## config.mk

```make
export PLATFORM = sky130hd
export DESIGN_NAME = uart_receiver
export DESIGN_NICKNAME = d
export VERILOG_FILES = /design/src/rtl/uart_pkg.sv /design/src/rtl/uart_sync.sv /design/src/rtl/uart_receiver.sv
export SDC_FILE = /design/constraint.sdc
export NUM_CORES = 1
export LEC_CHECK = 0
export ABC_CLOCK_PERIOD_IN_PS = 4200
export BUFFER_PORTS_ARGS = -buffer_cell sky130_fd_sc_hd__buf_4
export CELL_PAD_IN_SITES_DETAIL_PLACEMENT = 1
export CELL_PAD_IN_SITES_GLOBAL_PLACEMENT = 2
export CORE_MARGIN = 2
export CORE_UTILIZATION = 35
export CTS_BUF_LIST = sky130_fd_sc_hd__clkbuf_8
export DETAILED_ROUTE_END_ITERATION = 12
export MAX_ROUTING_LAYER = met4
export PLACE_DENSITY_LB_ADDON = 0.08
export SLEW_MARGIN = 20
export SYNTH_ARGS = -nofsm -noshare
export SYNTH_HDL_FRONTEND = slang
export SYNTH_HIERARCHICAL = 1
export SYNTH_SLANG_ARGS = --single-unit
```

## constraint.sdc

```tcl
create_clock -name clk -period 4.2 [get_ports clk]
set_input_delay 0.42 -clock clk [delete_from_list [all_inputs] [get_ports clk]]
set_output_delay 0.42 -clock clk [all_outputs]
set_load 0.01 [all_outputs]
```

## src/rtl/uart_pkg.sv

```systemverilog
// uart_pkg: state encoding and frame constants shared by the UART receiver and transmitter
package uart_pkg;
    localparam int DATA_BITS = 8;
    localparam int CPB_MIN   = 2;
    typedef enum logic [2:0] {IDLE, START, DATA, PARITY, STOP, WAIT_HIGH} uart_state_t;
endpackage

```

## src/rtl/uart_sync.sv

```systemverilog
// uart_sync: multi-flop synchronizer for an asynchronous input, resets to 1 (line idle)
module uart_sync #(
    parameter int SYNC_STAGES = 2
) (
    input  logic clk,
    input  logic rst,
    input  logic d,
    output logic q
);
    logic [SYNC_STAGES-1:0] ff;
    always_ff @(posedge clk or posedge rst)
        if (rst) ff <= '1;
        else ff <= {ff[SYNC_STAGES-2:0], d};
    assign q = ff[SYNC_STAGES-1];
endmodule

```

## src/rtl/uart_receiver.sv

```systemverilog
// uart_receiver: 8-bit UART receiver, 8N1 by default; define UART_RX_PARITY_EN for 8E1 with parity check
module uart_receiver
    import uart_pkg::*;
#(
    parameter int CPB_W       = 16,
    parameter int SYNC_STAGES = 2
) (
    input  logic             clk,
    input  logic             rst,
    input  logic             rx,
    input  logic             rx_enable,
    input  logic [CPB_W-1:0] cpb,
    output logic [7:0]       data_rx,
    output logic             rx_valid,
    output logic             frame_err,
    output logic             parity_err,
    output logic             busy
);
    localparam logic [CPB_W-1:0] ONE = CPB_W'(1);
    localparam logic [CPB_W-1:0] MIN = CPB_W'(CPB_MIN);
    uart_state_t state, state_n;
    logic rx_s, rx_d, tick, valid_n, ferr_n;
    logic [CPB_W-1:0] cnt, cnt_n, cpb_q, cpb_n;
    logic [2:0] bit_cnt, bit_n;
    logic [7:0] shift, shift_n, data_n;
`ifdef UART_RX_PARITY_EN
    logic par_bad, par_bad_n, perr_n;
`endif

    uart_sync #(.SYNC_STAGES(SYNC_STAGES)) u_sync (.clk(clk), .rst(rst), .d(rx), .q(rx_s));

    assign tick = cnt == cpb_q - ONE;
    assign busy = state != IDLE;

    always_comb begin
        state_n = state;
        cnt_n   = cnt + ONE;
        cpb_n   = cpb_q;
        bit_n   = bit_cnt;
        shift_n = shift;
        data_n  = data_rx;
        valid_n = 1'b0;
        ferr_n  = 1'b0;
`ifdef UART_RX_PARITY_EN
        par_bad_n = par_bad;
        perr_n    = 1'b0;
`endif
        if (state != IDLE && !rx_enable) begin
            state_n = IDLE;
            cnt_n   = '0;
        end else begin
            case (state)
                IDLE: begin
                    cnt_n = '0;
                    if (rx_enable && rx_d && !rx_s) begin
                        state_n = START;
                        cpb_n   = cpb < MIN ? MIN : cpb;
                    end
                end
                START: if (cnt == cpb_q >> 1) begin
                    cnt_n   = '0;
                    bit_n   = '0;
                    state_n = rx_s ? IDLE : DATA;
                end
                DATA: if (tick) begin
                    cnt_n   = '0;
                    shift_n = {rx_s, shift[7:1]};
                    bit_n   = bit_cnt + 3'd1;
`ifdef UART_RX_PARITY_EN
                    if (bit_cnt == 3'(DATA_BITS - 1)) state_n = PARITY;
`else
                    if (bit_cnt == 3'(DATA_BITS - 1)) state_n = STOP;
`endif
                end
`ifdef UART_RX_PARITY_EN
                PARITY: if (tick) begin
                    cnt_n     = '0;
                    par_bad_n = rx_s != ^shift;
                    state_n   = STOP;
                end
`endif
                STOP: if (tick) begin
                    cnt_n   = '0;
                    data_n  = shift;
                    ferr_n  = !rx_s;
                    state_n = rx_s ? IDLE : WAIT_HIGH;
`ifdef UART_RX_PARITY_EN
                    valid_n = rx_s && !par_bad;
                    perr_n  = rx_s && par_bad;
`else
                    valid_n = rx_s;
`endif
                end
                WAIT_HIGH: begin
                    cnt_n   = '0;
                    state_n = rx_s ? IDLE : WAIT_HIGH;
                end
                default: state_n = IDLE;
            endcase
        end
    end

    always_ff @(posedge clk or posedge rst) begin
        if (rst) begin
            state     <= IDLE;
            rx_d      <= 1'b1;
            cnt       <= '0;
            cpb_q     <= '0;
            bit_cnt   <= '0;
            shift     <= '0;
            data_rx   <= 8'h00;
            rx_valid  <= 1'b0;
            frame_err <= 1'b0;
        end else begin
            state     <= state_n;
            rx_d      <= rx_s;
            cnt       <= cnt_n;
            cpb_q     <= cpb_n;
            bit_cnt   <= bit_n;
            shift     <= shift_n;
            data_rx   <= data_n;
            rx_valid  <= valid_n;
            frame_err <= ferr_n;
        end
    end

`ifdef UART_RX_PARITY_EN
    always_ff @(posedge clk or posedge rst) begin
        if (rst) begin
            par_bad    <= 1'b0;
            parity_err <= 1'b0;
        end else begin
            par_bad    <= par_bad_n;
            parity_err <= perr_n;
        end
    end
`else
    assign parity_err = 1'b0;
`endif
endmodule

```

Word-level counts from Yosys, hierarchy flattened --
Cells that the tools add are included.
Storage, ports and cells: memory bits (writable) 0, input bits 20, register bits 59, bits in read-only memories 0, output and inout port bits 12, latch bits 0, memories kept 0
Operators by class: reduce and logical (&&, ||, !) cells 15, shift-type cells 0, equality and inequality tests 14, magnitude comparators 1, div/mod/pow operators 0, add/sub/neg operators 3, multipliers 0, multiplexer cells 23, bitwise logic cells 1
Operator list (number):
- $mux W16 | 4
- $pmux W16 S3 | 1
- $mux W3 | 9
- $add A16 B1 Y16 const B | 1
- $eq A16 B15 Y1 | 1
- $eq A16 B16 Y1 | 1
- $lt A16 B2 Y1 const B | 1
- $sub A16 B1 Y16 const B | 1
- $ne A3 B3 Y1 const B | 5
- $pmux W3 S5 | 1
- $eq A3 B3 Y1 const B | 3
- $reduce_and A3 Y1 | 3
- $mux W1 | 6
- $pmux W3 S2 | 1
- $reduce_and A5 Y1 | 1
- $ne A2 B2 Y1 const B | 2
- $reduce_and A4 Y1 | 1
- $reduce_or A2 Y1 | 2
- $add A3 B1 Y3 const B | 1
- $eq A3 B1 Y1 const B | 1
- $eq A3 B2 Y1 const B | 1
- $logic_and A1 B1 Y1 | 3
- $logic_not A3 Y1 | 1
- $reduce_bool A3 Y1 | 1
- other kinds (4) | 5

Longest topological paths before layout --
depth after elaboration 5, depth in mapped cells 11, gate-level depth less buffers 9

By module --
The synthesis kept the hierarchy.
Modules (own cells, without submodules):
- uart_receiver | cells an instance 330, area each 3429.5 µm², times used 1
- uart_sync | cells an instance 3, area each 56.3 µm², times used 1

Worst setup path after synthesis --
No wires, ideal clock.
kind register -> register, start register cpb_q[0], end register data_rx[0], clock period less this slack 2967 ps, path slack 1233 ps, arrival time 2842 ps, path buffers 0, data required time 4075 ps, stages on the path, launching flop included 10, library setup time 125 ps, cells stage by stage dfrtp_1 > inv_1 > ha_1 > or4b_4 > or4_1 > o32ai_2 > a31oi_2 > nor4_4 > nand4_4 > mux2_4
On the way: longest elaborated chain between the ends 3
Ends and longest elaborated chain:
- from (decl) | RTL line uart_receiver.sv:23 | logic [CPB_W-1:0] cnt, cnt_n, cpb_q, cpb_n;
- from (signal assigned) | RTL line uart_receiver.sv:118 | cpb_q <= cpb_n;
- $sub A16 B1 Y16 | RTL line uart_receiver.sv:32 | assign tick = cnt == cpb_q - ONE;
- $eq A16 B16 Y1 | RTL line uart_receiver.sv:32
- $reduce_and A3 Y1 (no line)
- to (signal assigned) | RTL line uart_receiver.sv:121 | data_rx <= data_n;
- to (decl) | RTL line uart_receiver.sv:13 | output logic [7:0] data_rx,
No other way between the ends. A chain may end at the register's enable or synchronous reset.

Worst setup path in the final report --
start register cpb_q[0], end register cnt[3]
On the way: longest elaborated chain between the ends 5
Ends and longest elaborated chain:
- $sub A16 B1 Y16 | RTL line uart_receiver.sv:32
- $eq A16 B16 Y1 | RTL line uart_receiver.sv:32
- $mux W16 | RTL line uart_receiver.sv:65, uart_receiver.sv:82
- $pmux W16 S3 | RTL line uart_receiver.sv:52 | case (state)
- $mux W16 | RTL line uart_receiver.sv:48 | if (state != IDLE && !rx_enable) begin
- via cnt_n[3] | RTL line uart_receiver.sv:23
- to (signal assigned) | RTL line uart_receiver.sv:117 | cnt <= cnt_n;
- to (decl) | RTL line uart_receiver.sv:23
The timed path passes the listed nets, and every way through them passes these cells.

==> out/results.txt <==
clk sinks - 59
I/O Buffers - 30
Async SR Flop Fraction - 100.0%
Top FF cell, synth - dfrtp_1
status - finished, final reports clean
largest net degree at the start of global routing - 58
Synthesis Warnings - 6
area share of fa/ha/maj cells after synthesis - 1.436%
Tot GR Track Use - 17.71%
Clk pin slew, worst setup/hold paths - 80 ps
final worst path period share - 83.06%
crit path capture type - register
core footprint - 9729 um^2
die area - 10,770 um^2
share of cells above drive strength 1 - 26.11%
final net count - 379
Slew Viols, Final - 0
IO Count - 32
TritonRoute pass-1 iters - 4
EDFF count, synth - 0
Critical Path RT - 4410 ps
Final GP Congestion - 0.7992
Slew @ Worst Pin - 779.0 ps
PwrDens - 399.2 nW/um^2
Std-Cell Rows - 36
maximum vdd drop - 163.6 uV
TNS Setup - 0 ps
TritonCTS clock tree - built
Bufs on Longest Clock Path - 2
final core occ - 41.32%
Mean Syn Cell Area - 10.47 um^2
Crit Reg-Reg Startpoint - cpb_q[0]
CP Class - reg -> reg
area of the mapped netlist - 3486 um^2
Max-Cap Viols - 0
Die H - 103.8 um
vias in the first global route - 2,733
antenna violations before repair - 0
clock insertion delay at the later pin of the skew report - 360 ps
Clock Skews - 9.390 ps
Startpoint Class - register
ant diodes - 0
synth-to-layout area growth - 15.33%
Rel. slew slack - 47.34%
Initial Utilization - 35.83%
GRT Max-Usage Layer - met2
drt initial violations - 55
reg2reg end - cnt[3]
post-DP HPWL - 6154 um
met1 usage in global routing - 22.44%
mux cell area share after synthesis - 12.17%
Vias - 2,535
worst-path fanout max - 16
htree depth - 3
HP Class - in -> async
CTS buffer count - 9
final setup fails - 0
Synth Instances - 333
sequential share of the synthesized area - 42.46%
FMAX - 0.2866 GHz
GR Overflow Total - 0
Hold Vio Cnt, Final - 0
R2R Setup Slk - 710 ps
Post-Synth Simple-Gate Area - 18.13%
total chip power - 1.605 mW
leakage - 1.727 nW
Residual DRC - 0
Synth cell types - 55
drt total wl - 8500 um
die width - 103.8 um
Final ANT Viol Nets - 0
flop and latch count out of synthesis - 59
main combinational cell family by area after synthesis - simple AND/OR/NAND/NOR gates
critical path arrival - 3700 ps
WL/cell - 17.24 um
global-route wire length before repair - 14,510 um
met3 usage - 2.895%
root buffer cell - clkbuf_8
drt via density - 5.142
xor and xnor area share after synthesis - 13.03%
post-synthesis compound-gate area fraction - 7.861%
Reg2Reg Depth - 9
syn nets - 357
met2 usage - 28.05%
minimum clock period - 3489 ps
unrepaired setup endpoints after global routing - no
cell type report:
cell class | count | area (um^2)
well taps | 133 | 166.4
repair buffers | 35 | 262.8
clock inverters | 7 | 100.1
inverters | 13 | 48.80
fillers | 1109 | 5709
multi-input cells | 237 | 1838
flip-flops and latches | 59 | 1480
clock buffers | 9 | 123.9
routing by layer:
layer,vias up,part of all wire (%)
li1,1207,-
met4,0,2.0
met2,23,49
met3,12,1.9
met1,1293,47
met5,-,0
layout by cell type (no fill, tap or decap), types with 10 or more instances in the layout:
cell type,synthesis,routed
nor3_1,10,10
nor2_1,22,22
inv_1,13,12
xnor2_1,39,39
nand2_1,25,25
buf_4,3,35
dfrtp_1,56,56
mux2_2,15,15
nand4_1,12,12
xor2_1,11,11
mux2_4,15,15
logic make-up (layout without fill, tap and decap cells):
group | count (synthesis) | after routing
multiplexers | 33 | 33
AO/OA/AOI/OAI | 33 | 33
adder cells (fa/ha/maj) | 4 | 4
flip-flops | 59 | 59
buffers and inverters | 37 | 64
XOR/XNOR | 51 | 51
AND/OR/NAND/NOR | 115 | 115
other | 1 | 1
Yosys cell counts, types with 2 or more instances:
library cell | instances | share of area, %
nor3_1 | 10 | 1.4
mux2_2 | 15 | 4.8
dfstp_2 | 3 | 2.3
or3_1 | 3 | 0.54
and3_1 | 5 | 0.90
o21bai_1 | 2 | 0.43
nand2_1 | 25 | 2.7
buf_4 | 3 | 0.65
buf_6 | 2 | 0.65
nand2b_1 | 4 | 0.72
o211ai_1 | 2 | 0.43
nor3b_1 | 4 | 0.86
dfrtp_1 | 56 | 40
a22oi_1 | 2 | 0.43
xor2_1 | 11 | 2.8
nor2b_1 | 2 | 0.36
nand4_1 | 12 | 2.2
mux2_4 | 15 | 6.5
o41ai_1 | 3 | 0.75
mux2i_1 | 3 | 0.86
a31oi_1 | 3 | 0.54
a21boi_0 | 2 | 0.43
nor4_1 | 9 | 1.6
clkbuf_1 | 17 | 1.8
o21ai_0 | 6 | 0.86
a21o_1 | 2 | 0.43
or4_1 | 2 | 0.43
xnor2_1 | 39 | 9.8
inv_1 | 13 | 1.4
ha_1 | 4 | 1.4
nor2_1 | 22 | 2.4
nand3_1 | 9 | 1.3
how the worst max path moves through the flow:
stage,startpoint,end,cells after the start
finish,cpb_q[0],cnt[3],9
global route,cpb_q[0],cnt[8],9
CTS,cpb_q[0],shift[7],9
detailed placement,cpb_q[0],shift[1],9
global placement,cpb_q[0],shift[4],9
floorplan,cpb_q[0],data_rx[0],9
what timing repair did:
item                       CTS  global route
hold buffers                 0             0
buffers inserted             0             2
gates resized for setup      0             0
setup endpoints to repair    0             8
worst max-delay path, stage by stage, from the launching register on:
cell,delay (ps)
dfrtp_1,450
inv_1,80
ha_1,280
nor4b_1,680
a21boi_0,280
o32ai_2,330
a31oi_2,120
o41ai_1,350
and3_1,640
nor2_1,120
per-stage QoR:
step	hold slack, ps	instance area, um^2	setup slack, ps	cells
2_1_floorplan	331.5	3486	1233	333
3_3_place_gp	346.6	3781	482.1	475
3_5_place_dp	347.6	3781	291.6	475
4_1_cts	89.52	4005	269.9	491
5_1_grt	113.1	4020	281.5	493
6_report	97.70	4020	711.4	493
registers in the layout (all words and copies together), names as in the netlist, 2 cells and up:
register,cells
cnt,16
bit_cnt,3
shift,8
u_sync/ff,2
cpb_q,16
data_rx,8
state,3
report_power, final:
group	switching (mW)	internal, mW	leakage (nW)
sequential	0.0926	0.609	0.779
clock	0.268	0.338	0.102
combinational	0.152	0.146	0.845
total	0.513	1.09	1.73
Note: power is estimated with default switching activity, not from simulation.
